File: src/rtl/down_sampler_pkg.sv
// Purpose: shared constants for the down_sampler decimator (sample width, decimation factors).
// Latency: n/a (constants only).
// Backpressure: n/a (constants only).
package down_sampler_pkg;

    // Default sample width. Samples are unsigned.
    localparam int DS_DATA_WIDTH = 16;

    // Decimation factors and their log2 values. Each stage averages
    // 2**LOG2 consecutive samples, so the division is a right shift.
    localparam int DS2_N    = 2;
    localparam int DS4_N    = 4;
    localparam int DS8_N    = 8;
    localparam int DS2_LOG2 = 1;
    localparam int DS4_LOG2 = 2;
    localparam int DS8_LOG2 = 3;

    // Width of the shared phase counter. It must cover the largest factor.
    localparam int DS_CNT_WIDTH = DS8_LOG2;

endpackage

File: src/rtl/decim_avg.sv
// Purpose: one boxcar-average stage that sums raw samples and emits floor(sum / 2**LOG2_N) when a group closes.
// Latency: the output register updates on the edge that samples the last sample of a group.
// Backpressure: none; one sample is consumed on every edge.
//
// Ports:
//   i_clk      rising-edge clock
//   i_rst      asynchronous active-low reset; clears the accumulator and the output
//   i_data     unsigned input sample
//   i_boundary high on the edge that carries the last sample of a group
//   o_avg      registered floor mean of the most recent complete group
module decim_avg
    import down_sampler_pkg::*;
#(
    parameter int DATA_WIDTH = DS_DATA_WIDTH,
    parameter int LOG2_N     = 1
) (
    input  logic                  i_clk,
    input  logic                  i_rst,
    input  logic [DATA_WIDTH-1:0] i_data,
    input  logic                  i_boundary,
    output logic [DATA_WIDTH-1:0] o_avg
);

    localparam int ACC_WIDTH = DATA_WIDTH + LOG2_N;

    logic [ACC_WIDTH-1:0] acc;
    logic [ACC_WIDTH-1:0] sum;

    // acc holds at most N-1 samples when the current sample is added, so
    // N full-scale samples still fit in ACC_WIDTH bits without wrapping.
    assign sum = acc + ACC_WIDTH'(i_data);

    always_ff @(posedge i_clk or negedge i_rst) begin
        if (!i_rst) begin
            acc   <= '0;
            o_avg <= '0;
        end else if (i_boundary) begin
            // Dropping the low LOG2_N bits gives the truncating division.
            o_avg <= sum[ACC_WIDTH-1:LOG2_N];
            acc   <= '0;
        end else begin
            acc   <= sum;
        end
    end

endmodule

File: src/rtl/down_sampler.sv
// Purpose: streaming decimator producing floor-mean averages at 1/2, 1/4 and 1/8 of the input rate.
// Latency: each output updates right after the edge that samples the last sample of its group, and holds until the next group closes.
// Backpressure: none; i_data is consumed on every rising edge.
//
// Ports:
//   i_clk   rising-edge clock
//   i_rst   asynchronous active-low reset
//   i_data  unsigned input sample
//   o_ds2   floor mean of each group of 2 samples
//   o_ds4   floor mean of each group of 4 samples
//   o_ds8   floor mean of each group of 8 samples
module down_sampler
    import down_sampler_pkg::*;
#(
    parameter int DATA_WIDTH = DS_DATA_WIDTH
) (
    input  logic                  i_clk,
    input  logic                  i_rst,
    input  logic [DATA_WIDTH-1:0] i_data,
    output logic [DATA_WIDTH-1:0] o_ds2,
    output logic [DATA_WIDTH-1:0] o_ds4,
    output logic [DATA_WIDTH-1:0] o_ds8
);

    logic [DS_CNT_WIDTH-1:0] cnt;
    logic                    bnd2;
    logic                    bnd4;
    logic                    bnd8;

    // The phase counter restarts at 0 on reset release, so every group is
    // aligned to the first sample after release and a partial group
    // interrupted by reset is discarded.
    always_ff @(posedge i_clk or negedge i_rst) begin
        if (!i_rst) begin
            cnt <= '0;
        end else begin
            cnt <= cnt + 1'b1;
        end
    end

    // A group closes when the low log2(N) counter bits are all ones.
    assign bnd2 = cnt[0];
    assign bnd4 = &cnt[1:0];
    assign bnd8 = &cnt;

    // Each stage sums raw samples on its own so that truncation errors do
    // not compound from one stage to the next.
    decim_avg #(
        .DATA_WIDTH (DATA_WIDTH),
        .LOG2_N     (DS2_LOG2)
    ) u_ds2 (
        .i_clk      (i_clk),
        .i_rst      (i_rst),
        .i_data     (i_data),
        .i_boundary (bnd2),
        .o_avg      (o_ds2)
    );

    decim_avg #(
        .DATA_WIDTH (DATA_WIDTH),
        .LOG2_N     (DS4_LOG2)
    ) u_ds4 (
        .i_clk      (i_clk),
        .i_rst      (i_rst),
        .i_data     (i_data),
        .i_boundary (bnd4),
        .o_avg      (o_ds4)
    );

    decim_avg #(
        .DATA_WIDTH (DATA_WIDTH),
        .LOG2_N     (DS8_LOG2)
    ) u_ds8 (
        .i_clk      (i_clk),
        .i_rst      (i_rst),
        .i_data     (i_data),
        .i_boundary (bnd8),
        .o_avg      (o_ds8)
    );

endmodule

File: config.mk
export PLATFORM = sky130hd
export DESIGN_NAME = down_sampler
export DESIGN_NICKNAME = d
export VERILOG_FILES = /design/src/rtl/down_sampler_pkg.sv /design/src/rtl/decim_avg.sv /design/src/rtl/down_sampler.sv
export SDC_FILE = /design/constraint.sdc
export NUM_CORES = 1
export LEC_CHECK = 0
export BUFFER_PORTS_ARGS = -buffer_cell sky130_fd_sc_hd__buf_2
export CAP_MARGIN = 20
export CELL_PAD_IN_SITES_DETAIL_PLACEMENT = 1
export CELL_PAD_IN_SITES_GLOBAL_PLACEMENT = 2
export CORE_MARGIN = 2
export CORE_UTILIZATION = 34
export CTS_CLUSTER_SIZE = 12
export DETAILED_ROUTE_END_ITERATION = 6
export GPL_ROUTABILITY_DRIVEN = 0
export GPL_TIMING_DRIVEN = 0
export PLACE_DENSITY = 0.72
export SYNTH_ARGS = -nofsm -noshare
export SYNTH_HDL_FRONTEND = slang
export SYNTH_SLANG_ARGS = --single-unit
export TNS_END_PERCENT = 5
File: constraint.sdc
create_clock -name i_clk -period 2.25 [get_ports i_clk]
set_input_delay 0.3375 -clock i_clk [delete_from_list [all_inputs] [get_ports i_clk]]
set_output_delay 0.3375 -clock i_clk [all_outputs]
set_load 0.01 [all_outputs]
After elaboration in Yosys (flattened, before gate mapping)
Cells that the tools add are included.

word-level totals
  register bits = 105
  bits of input ports = 18

operators by class
  $add $sub $neg = 4
  muxes and demuxes = 3
  reduce and logical (&&, ||, !) cells = 2

operator list
  cell                                          number
  adder 19 x 16 -> 19 bit                       1
  two-way mux 19 bit                            1
  adder 18 x 16 -> 18 bit                       1
  two-way mux 18 bit                            1
  adder 17 x 16 -> 17 bit                       1
  two-way mux 17 bit                            1
  adder 3 x 1 -> 3 bit (second input constant)  1
  AND reduction 3 bit                           1
  AND reduction 2 bit                           1

Logic depth before layout (Yosys ltp)
Gate-level depths: netlist (run 1).

  depth after elaboration = 2
  mapped depth = 10
  gate-level depth less buffers = 10

Hierarchy
From an unflattened synthesis (run 1), not the netlist that was laid out.

second synthesis, totals
  cells, all modules = 680
  area, all modules = 6463.7 um^2

modules (own cells, without submodules)
  module             times used  cells an instance  area each (um^2)  sequential area each (um^2)
  decim_avg (u_ds8)  1           242                2235.9            875.8
  decim_avg (u_ds2)  1           231                2134.5            825.8
  decim_avg (u_ds4)  1           201                1989.4            850.8
  down_sampler       1           6                  103.8             75.1

Worst setup path before layout (run 1)
OpenSTA, ideal clock, no wires.

  kind = input -> register
  start point = in i_data[0]
  end point = reg u_ds4.o_avg[14]
  library setup time = 136 ps
  data arrival time = 2217 ps
  required time = 2114 ps
  setup slack = -104 ps
  cell stages on the path = 9
  buffers on the path = 0
  path through = ha_1 > fa_1 > a21o_1 > a22oi_1 > o221ai_1 > a31o_2 > a221oi_2 > xnor2_1 > mux2i_1

on the way
  cells in the longest elaborated chain, start to end = 1

ends and longest elaborated chain
  what                     RTL line            text
  start: declaration       down_sampler.sv:19  input logic [DATA_WIDTH-1:0] i_data,
  adder 18 x 16 -> 18 bit  decim_avg.sv:31     assign sum = acc + ACC_WIDTH'(i_data);
  end signal: assignment   decim_avg.sv:39     o_avg <= sum[ACC_WIDTH-1:LOG2_N];
  end: declaration         decim_avg.sv:21     output logic [DATA_WIDTH-1:0] o_avg

Every way passes these cells.
A chain may end at the register's enable or synchronous reset.

Worst setup path in the final report (run 1)
  start point = reg u_ds2.acc[6]
  end point = reg u_ds2.o_avg[14]

on the way
  cells in the longest elaborated chain, start to end = 1

ends and longest elaborated chain
  what                      RTL line         text
  start: declaration        decim_avg.sv:26  logic [ACC_WIDTH-1:0] acc;
  start signal: assignment  decim_avg.sv:42  acc <= sum;
  adder 17 x 16 -> 17 bit   decim_avg.sv:31
  end signal: assignment    decim_avg.sv:39
  end: declaration          decim_avg.sv:21

Every way passes these cells.

==> reports/qor.txt, run 1 <==
Worst Setup End Kind - flip-flop
Finished Core Util - 42.3%
Clk_skew - 5.49 ps
Final Max Tran Viols - 0
Switching power - 1.94 mW
Ys async rst share - 100%
Synth warn - 0
CTS tree - yes
Die area - 0.0177 mm2
Syn_area_per_cell - 10.3 um2
Worst path required time - 2470 ps
Sequential share of the synthesized area - 46.3%
P_leak - 3.16 nW
Slew @ Worst Pin - 692 ps
IR drop worst, VDD - 0.403 mV
Max_slew headroom - 53.8%
Hold WC Path Type - primary input to asynchronous set/reset pin
Most common cell after layout, fill and taps aside - dfrtp_1
Minimum clock period - 2440 ps
Post-DR wirelength/cell - 17.0 um
Vias after detailed routing - 4334
Fillers - 1851
Initial core utilization - 34.4%
Clock sinks - 105
Clk slew on worst S/H paths - 70 ps
Num CTS Buffers - 9
Reg power frac - 42.0%
Input/output buffers - 65
Critical setup path kind - flip-flop to flip-flop
Synthesized Nets - 622
Status - complete, but fails checks
Crit path launch - u_ds2.acc[6]
Vias in the first global route - 4748
Final setup vio count - 17
Failing checks - negative setup slack
First-pass GRT wire length - 24600 um
Non-Filler Instances - 861
Unique cell type count in the Yosys netlist - 50
Drt total wl - 14700 um
R2R Setup Slk - -190 ps
Area leader, netlist - dfrtp_1
Setup TNS Final - -1480 ps
Cell Int Power - 4.01 mW
Fmax - 0.410 GHz
Total power - 5.94 mW
Worst setup SP type - flip-flop
Grt ovf - 0
Die Span X - 133 um
Maxcap violations - 0
Most frequent cells in the layout - 105 x dfrtp_1, 65 x buf_2, 55 x nor2_1
Pre-CTS setup slack - -576 ps
Number of synthesized flops with an enable pin - 0
Clk_lat worst skew - 360 ps
Reg2reg path depth - 8
Clock root buffer - clkbuf_16
DR DRC count - 0
CORE AREA - 0.0165 mm2
Routed Antenna Nets - 0
Cells after DPL - 838
Drt pass-1 iters - 4
Layout cells sized above 1 - 22.5%
Most used DFF post-synth - dfrtp_1
Area delta synth->final - 22.8%
Gate Count Post-Synth - 551
Mean number of vias per cell - 5.03
Die H - 133 um
Final hold violation count - 0
Mapped cell area - 0.00567 mm2
Largest cells by area after synthesis - dfrtp_1 46%, ha_1 11%, mux2i_1 4.9%, nor2_1 3.7%, xnor2_1 3.2%
Ant diodes - 0
Yosys reg bits - 105
Final critical-path share of the clock period - 108%
Crit path arrival time - 2660 ps
Share of the synthesized area in the top cell type - 46.3%
Post-detail-place hpwl - 11100 um
Largest net degree at the start of global routing - 68
Sw Ratio - 32.6%
Total global-route track usage - 17.8%
Clk buf depth - 2
RSZ-0062 raised after global routing - yes
PwrDens - 853 mW/mm2
Beginning of the worst register-to-register path - u_ds2.acc[6]
CP Max Fanout - 6
Rows - 47
Fin worst setup slack - -191 ps
Clock power share - 27.9%
Initial antenna violation count - 0
Starting DRT DRC Count - 110
Gate power share - 30.1%
R2r endpoint - u_ds2.o_avg[14]
Layout net count - 707
# IOs - 66
Worst Setup EP - u_ds2.o_avg[14]
H-tree lvl count - 3
==> cell type report <==
type                    instances  area [um2]  area share, %
well taps                     220         275           3.95
clock inverters                 2        35.0          0.503
repair buffers                 74         430           6.18
flip-flops and latches        105        2630           37.7
clock buffers                  14         274           3.93
multi-input cells             392        3120           44.8
inverters                      39         146           2.10
plain buffers                  15        58.8          0.844
==> cell families after synthesis <==
kind of cell | after synthesis | share of synthesized area (%)
adders and majority gates | 53 | 12.1
buffers and inverters | 54 | 3.60
and+or+nand+nor | 137 | 11.1
AOI/OAI and AO/OA | 129 | 14.8
muxes | 31 | 5.54
DFF | 105 | 46.3
xor gates and xnor gates | 42 | 6.49
==> worst max-delay path, stage by stage, from the launching register on <==
cell and delay [ps]:
dfrtp_1 370, ha_2 320, a211oi_2 270, o21bai_2 130
a21o_1 190, a221o_1 400, a311oi_2 320, xor2_1 230
o21ai_1 90
==> power groups by stage <==
| stage | Clock (mW) | Sequential (mW) | Combinational [mW] |
|---|---|---|---|
| after floorplan | 0 | 2.67 | 0.841 |
| after global placement | 0 | 2.52 | 1.63 |
| after detailed placement | 0 | 2.54 | 1.69 |
| after CTS | 1.73 | 2.50 | 1.77 |
| after global routing | 1.79 | 2.55 | 2.01 |
| final | 1.66 | 2.50 | 1.79 |
==> through the flow <==
step / hold WS [ps] / instance area (um2)
5_1_grt: 309 / 6970
2_1_floorplan: 41.9 / 5670
3_5_place_dp: 136 / 6320
6_report: 317 / 6970
4_1_cts: 305 / 6830
3_3_place_gp: 464 / 6270
==> worst min path at each step <==
stage | endpoint | slack [ps]
after CTS | u_ds4.o_avg[15] | 300
after floorplan | cnt[0] | 40
after global routing | u_ds4.o_avg[15] | 310
after global placement | cnt[2] | 460
after detailed placement | u_ds4.o_avg[15] | 140
final | u_ds4.o_avg[15] | 320
==> registers in the layout, summed over array words and instances, names as in the netlist <==
signal,flops
u_ds8.acc,19
u_ds4.acc,18
u_ds2.acc,17
u_ds2.o_avg,16
u_ds4.o_avg,16
u_ds8.o_avg,16
cnt,3
==> repair_timing <==
item,4_1_cts,5_1_grt
gates resized for setup,33,21
hold buffers,1,0
pin swaps,15,17
endpoints found under the setup margin,42,48
buffers inserted,4,2
hold endpoints to repair,1,0
gates cloned,0,0
==> synth_stat cells, types with 2 or more instances <==
cell,count
a211oi_1,4
a211oi_2,2
a21o_1,18
a21oi_1,35
a221oi_2,2
a31o_2,2
a31oi_1,8
and2_1,3
and3_1,2
and4_1,4
buf_1,2
clkbuf_1,12
dfrtp_1,105
fa_1,3
ha_1,50
inv_1,39
mux2_2,3
mux2i_1,28
nand2_1,38
nand2b_1,3
nand4_1,7
nand4b_1,2
nor2_1,56
nor2b_1,11
nor3_1,4
o211ai_1,5
o21a_1,6
o21ai_0,23
o21ai_1,10
o31a_1,2
or3_1,3
xnor2_1,21
xor2_1,21
==> routing by layer <==
layer | wire length (um) | vias up | GRT usage [%]
met5 | 0 | - | 0
met2 | 7140 | 64 | 31.2
met4 | 257 | 0 | 5.91
met1 | 6850 | 2162 | 22.3
met3 | 424 | 18 | 2.97
li1 | - | 2090 | -
Note: power is estimated with default switching activity, not from simulation.
==> run 2, diff against run 1 <==
- PLACE_DENSITY: 0.72 -> default
- PLACE_DENSITY_LB_ADDON: default -> 0.1
==> run 2 against run 1 <==
Compared with the run above: the run still ends with negative setup slack left; via count is 0.44% lower; clock power down 9.6%; core utilization about the same; worst setup slack improved by 50 ps; sequential power hardly changed; critical path type unchanged.
==> reports/qor.txt, run 2 (synthesized netlist as in run 1, its figures left out) <==
RSZ-0062 raised after global routing - yes
Max FFs per register - 19
Grt ovf - 0
Critical setup path kind - flip-flop to flip-flop
Clock root buffer - clkbuf_16
First-pass GRT wire length - 24300 um
CP Max Fanout - 4
Area delta synth->final - 23.0%
Initial antenna violation count - 0
Post-DR wirelength/cell - 17.2 um
Reg power frac - 42.8%
Max_slew headroom - 52.8%
Slew @ Worst Pin - 709 ps
Register area - 0.00263 mm2
Final Max Tran Viols - 0
Clk_skew - 4.30 ps
Starting DRT DRC Count - 105
Drt pass-1 iters - 4
Clock sinks - 105
Non-Filler Instances - 863
Largest net degree at the start of global routing - 56
Maxcap violations - 0
WL met1 - 7050 um
Ant diodes - 0
Reg2reg path depth - 10
Initial core utilization - 34.4%
Top routing layer in use - met4
Die H - 133 um
Crit path arrival time - 2610 ps
IR drop worst, VDD - 0.353 mV
Post-detail-place hpwl - 11200 um
Biggest regs - u_ds8.acc x19, u_ds4.acc x18, u_ds2.acc x17
Layout net count - 709
Fin worst setup slack - -140 ps
# IOs - 66
Worst setup SP type - flip-flop
Minimum clock period - 2390 ps
Die Span X - 133 um
Layout cells sized above 1 - 23.6%
Pre-CTS setup slack - -488 ps
DR WL met2 - 7150 um
Routed Antenna Nets - 0
Clock power share - 25.9%
Metal3 WL - 417 um
CORE AREA - 0.0165 mm2
Hold WC Path Type - primary input to asynchronous set/reset pin
CTS tree - yes
Input/output buffers - 65
Worst path required time - 2460 ps
Die area - 0.0177 mm2
Gate power share - 31.3%
Num CTS Buffers - 9
Cells after DPL - 837
Most frequent cells in the layout - 105 x dfrtp_1, 65 x buf_2, 55 x nor2_1
Drt total wl - 14900 um
Status - complete, but fails checks
Final setup vio count - 13
Failing checks - negative setup slack
Most common cell after layout, fill and taps aside - dfrtp_1
Rows - 47
Total global-route track usage - 17.6%
Sw Ratio - 32.9%
P_leak - 3.16 nW
Mean number of vias per cell - 5.00
Worst Setup End Kind - flip-flop
Fmax - 0.418 GHz
Fillers - 1855
Final hold violation count - 0
Vias after detailed routing - 4315
Area of the multi-input gates - 0.00316 mm2
DR DRC count - 0
PwrDens - 829 mW/mm2
Switching power - 1.90 mW
Final critical-path share of the clock period - 106%
Cell Int Power - 3.88 mW
H-tree lvl count - 3
Most flop-heavy register - u_ds8.acc
Clk slew on worst S/H paths - 70 ps
Vias in the first global route - 4549
Clk buf depth - 2
Clk_lat worst skew - 340 ps
## run 2: worst max-delay path: stages, from the launching register on
cell,delay (ps)
dfrtp_1,400
ha_4,170
inv_2,50
fa_2,200
nor2b_2,50
o31a_1,300
o211ai_1,260
nand4b_1,150
a31oi_1,220
xor2_1,340
o21ai_1,110
## run 2: final cells by class
class,count,share of cell area [%]
multi-input combinational,392,45.3
sequential,105,37.7
timing repair buffer,76,6.17
tap,220,3.95
clock buffer,13,3.73
inverter,39,2.10
buffer,15,0.879
clock inverter,3,0.215
## run 2: power groups by stage
stage	sequential (mW)	combinational (mW)	clock, mW
after detailed placement	2.52	1.69	0
after global routing	2.53	2.03	1.63
final	2.47	1.81	1.50
after global placement	2.50	1.65	0
after CTS	2.48	1.78	1.56
after floorplan	2.67	0.841	0
## run 2: path summary, 6_finish.rpt
kind                                   start              end  slack (ps)
max in group asynchronous              i_rst  u_ds2.o_avg[11]        1520
min in group i_clk                 i_data[0]     u_ds8.acc[0]         440
worst min-delay path                   i_rst  u_ds4.o_avg[14]          30
worst min register to register        cnt[1]           cnt[1]         480
worst max register to register  u_ds2.acc[0]  u_ds2.o_avg[13]        -140
worst max-delay path            u_ds2.acc[0]  u_ds2.o_avg[13]        -140
## run 2: layer usage
layer / up-vias / GRT usage, %
li1: 2104 / -
met1: 2142 / 24.1
met2: 54 / 28.8
met3: 15 / 2.55
met4: 0 / 5.73
met5: - / 0
## run 2: per-stage QoR
step           hold slack [ps]  utilization, %  power [mW]  area, um2  setup TNS, ps
3_5_place_dp               429            38.3        4.21       6300         -13060
2_1_floorplan             41.9               -        3.52       5670          -15.3
4_1_cts                   54.3            41.3        5.82       6800          -2150
6_report                  29.1            42.3        5.78       6970          -1130
5_1_grt                   73.3            42.3        6.19       6970          -3800
3_3_place_gp               464            38.1        4.15       6270         -64170
## run 2: timing repair
| action | CTS | global route |
|---|---|---|
| resized for setup | 34 | 31 |
| setup endpoints to repair | 44 | 58 |
| pin swaps | 14 | 18 |
| buffers inserted | 8 | 2 |
| cloned | 0 | 0 |
| hold buffers | 0 | 0 |
==> run 3, diff against run 2 <==
- ABC_AREA: default -> 1
- CORE_UTILIZATION: 34 -> 31
==> run 3 against run 2 <==
Compared with the run above: the run now ends clean; sequential share of layout area down 1.7 points; first-iteration DRC count up 17%; non-clock buffer count shrank 9; fmax up 18%; largest cell class unchanged.
==> reports/qor.txt, run 3 <==
Status - finished, final reports clean
Minimum clock period - 2030 ps
Syn_area_per_cell - 7.54 um2
Synthesized Nets - 903
Unique cell type count in the Yosys netlist - 23
Crit-path cells - ha_1 > fa_1 > nand3_1 > nand2_1 > nand3_1 > nand2_1 > nand2_1 > nand3b_1 > nand2_1 > nor2_1
Worst path required time - 2470 ps
Yosys reg bits - 105
Max_slew headroom - 60.0%
Grt ovf - 0
Synth warn - 0
Area leader, netlist - dfrtp_1
Die area - 0.0214 mm2
Sequential share of the synthesized area - 41.9%
Ant diodes - 0
Final Max Tran Viols - 0
Post-DR wirelength/cell - 15.4 um
Final setup vio count - 0
Mapped cell area - 0.00627 mm2
Total power - 6.02 mW
Setup bufs post-CTS - 0
Most flop-heavy register - u_ds8.acc
Most frequent cells in the layout - 291 x nand2_1, 105 x dfrtp_1, 104 x nor2_1
IR drop worst, VDD - 0.403 mV
Input/output buffers - 65
Area of the multi-input gates - 0.00330 mm2
Hold WC Path Type - primary input to flip-flop
Starting DRT DRC Count - 123
CORE AREA - 0.0200 mm2
RSZ-0062 raised after global routing - no
Critical setup path kind - flip-flop to flip-flop
Share of the synthesized area in the top cell type - 41.9%
List of most frequent post-synthesis cells - 292 x nand2_1, 105 x dfrtp_1, 104 x nor2_1, 72 x inv_1, 51 x nand3_1
Area post-placement - 0.00697 mm2
Area delta synth->final - 16.5%
Largest net degree at the start of global routing - 56
Worst Setup End Kind - flip-flop
Drt total wl - 18200 um
Mean number of vias per cell - 4.70
Top delay family on crit path - simple AND/OR/NAND/NOR gates
Simple logic cell fraction of the synthesized area - 31.5%
Critical path's largest stage delay - 460 ps
Maxcap violations - 0
Gate Count Post-Synth - 832
WHS Path Cells - 4
Layout cells sized above 1 - 10.6%
Drt pass-1 iters - 4
H-tree lvl count - 3
Largest cells by area after synthesis - dfrtp_1 42%, nand2_1 17%, ha_1 10%, nor2_1 6.2%, inv_1 4.3%
Synth Area in Adders - 10.9%
Number of synthesized flops with an enable pin - 0
Register area - 0.00263 mm2
Initial core utilization - 31.3%
Largest family of logic cells by synthesized area - simple AND/OR/NAND/NOR gates
Post-synthesis mux area share - 0%
Clk_skew - 9.53 ps
Final critical-path share of the clock period - 90.4%
Routed Antenna Nets - 0
PwrDens - 823 mW/mm2
Die H - 146 um
Final hold violation count - 0
Initial antenna violation count - 0
Compound-Gate Fraction of Synth Area - 6.84%
First-pass GRT wire length - 30500 um
Worst Path Buf+Inv - 0
Clk slew on worst S/H paths - 80 ps
Worst setup SP type - flip-flop
Fillers - 2537
Fmax - 0.492 GHz
Post-detail-place hpwl - 14600 um
Layout net count - 981
Final instance area - 0.00731 mm2
Clock root buffer - clkbuf_16
Vias after detailed routing - 5575
Pre-CTS setup slack - -42.9 ps
Die Span X - 146 um
# IOs - 66
Slew @ Worst Pin - 600 ps
Clk_lat worst skew - 360 ps
Post-Synth XOR/XNOR Area - 3.35%
Vias in the first global route - 6106
Ys async rst share - 100%
Clk buf depth - 2
Num CTS Buffers - 9
Max FFs per register - 19
Total global-route track usage - 18.1%
Most common cell after layout, fill and taps aside - nand2_1
Most used DFF post-synth - dfrtp_1
Reg2reg path depth - 10
P_leak - 3.81 nW
Slowest library cell on the worst path - fa_1
Rows - 52
Most frequent CP cell - nand2_1
Setup TNS Final - 0 ps
WP depth - 10
Top-count cell post-synth - nand2_1
Clock sinks - 105
CTS tree - yes
Biggest regs - u_ds8.acc x19, u_ds4.acc x18, u_ds2.acc x17
DR DRC count - 0
Crit path arrival time - 2260 ps
Fin worst setup slack - 217 ps
CP Max Fanout - 4
run 3: cell families (layout without fill, tap and decap cells):
kind of cell | after synthesis | in the layout
AO/OA/AOI/OAI | 82 | 82
flip-flops | 105 | 105
buffers and inverters | 87 | 170
AND/OR/NAND/NOR | 481 | 481
adder cells (fa/ha/maj) | 53 | 53
XOR/XNOR | 24 | 24
run 3: timing repair:
action	CTS	global route
resized for setup	0	1
hold buffers	1	0
hold endpoints to repair	50	0
endpoints found under the setup margin	0	1
run 3: stage by stage:
stage               util, %  hold slack (ps)  cells
finish                 36.5              405   1185
global route           36.5              426   1185
CTS                    36.5              390   1185
detailed placement     34.8              330   1168
global placement       34.6              457   1167
floorplan                 -             41.9    832
run 3: path summary, 6_finish.rpt:
check / startpoint / slack [ps] / to
max in group asynchronous: i_rst / 1090 / u_ds2.o_avg[13]
max: u_ds4.acc[0] / 220 / u_ds4.acc[14]
max reg2reg: u_ds4.acc[0] / 220 / u_ds4.acc[14]
min reg2reg: u_ds8.o_avg[14] / 480 / u_ds8.o_avg[14]
min: i_data[0] / 400 / u_ds2.acc[0]
min in group asynchronous: i_rst / 500 / u_ds8.acc[4]
run 3: area by class of cell:
class	instances	share of cell area [%]
tap	270	4.62
sequential	105	36.0
buffer	15	1.03
clock inverter	7	1.35
clock buffer	9	3.08
timing repair buffer	67	5.05
inverter	72	3.70
multi-input combinational	640	45.2
run 3: worst register-to-register path, stage by stage (launching register included):
cell and delay (ps):
dfrtp_1 370, ha_1 250, fa_1 460, nand3_1 110, nand2_1 120, nand3_1 100
nand2_1 80, nand2_1 150, nand3b_1 130, nand2_1 90, nor2_1 40
run 3: report_power, final:
| part | leakage (nW) | total (mW) | internal [mW] | switching [mW] |
|---|---|---|---|---|
| sequential | 1.23 | 2.48 | 2.28 | 0.201 |
| combinational | 2.42 | 1.76 | 0.688 | 1.07 |
| clock | 0.157 | 1.78 | 0.988 | 0.790 |
| total | 3.81 | 6.02 | 3.96 | 2.06 |
run 3: routing by layer:
layer / track usage [%] / up-vias / wire [um] / share of wire (%)
met5: 0 / - / 0 / 0
met4: 4.56 / 0 / 212 / 1.2
met3: 2.50 / 12 / 326 / 1.8
met2: 33.6 / 48 / 9280 / 51
met1: 21.9 / 2707 / 8410 / 46
li1: - / 2808 / - / -
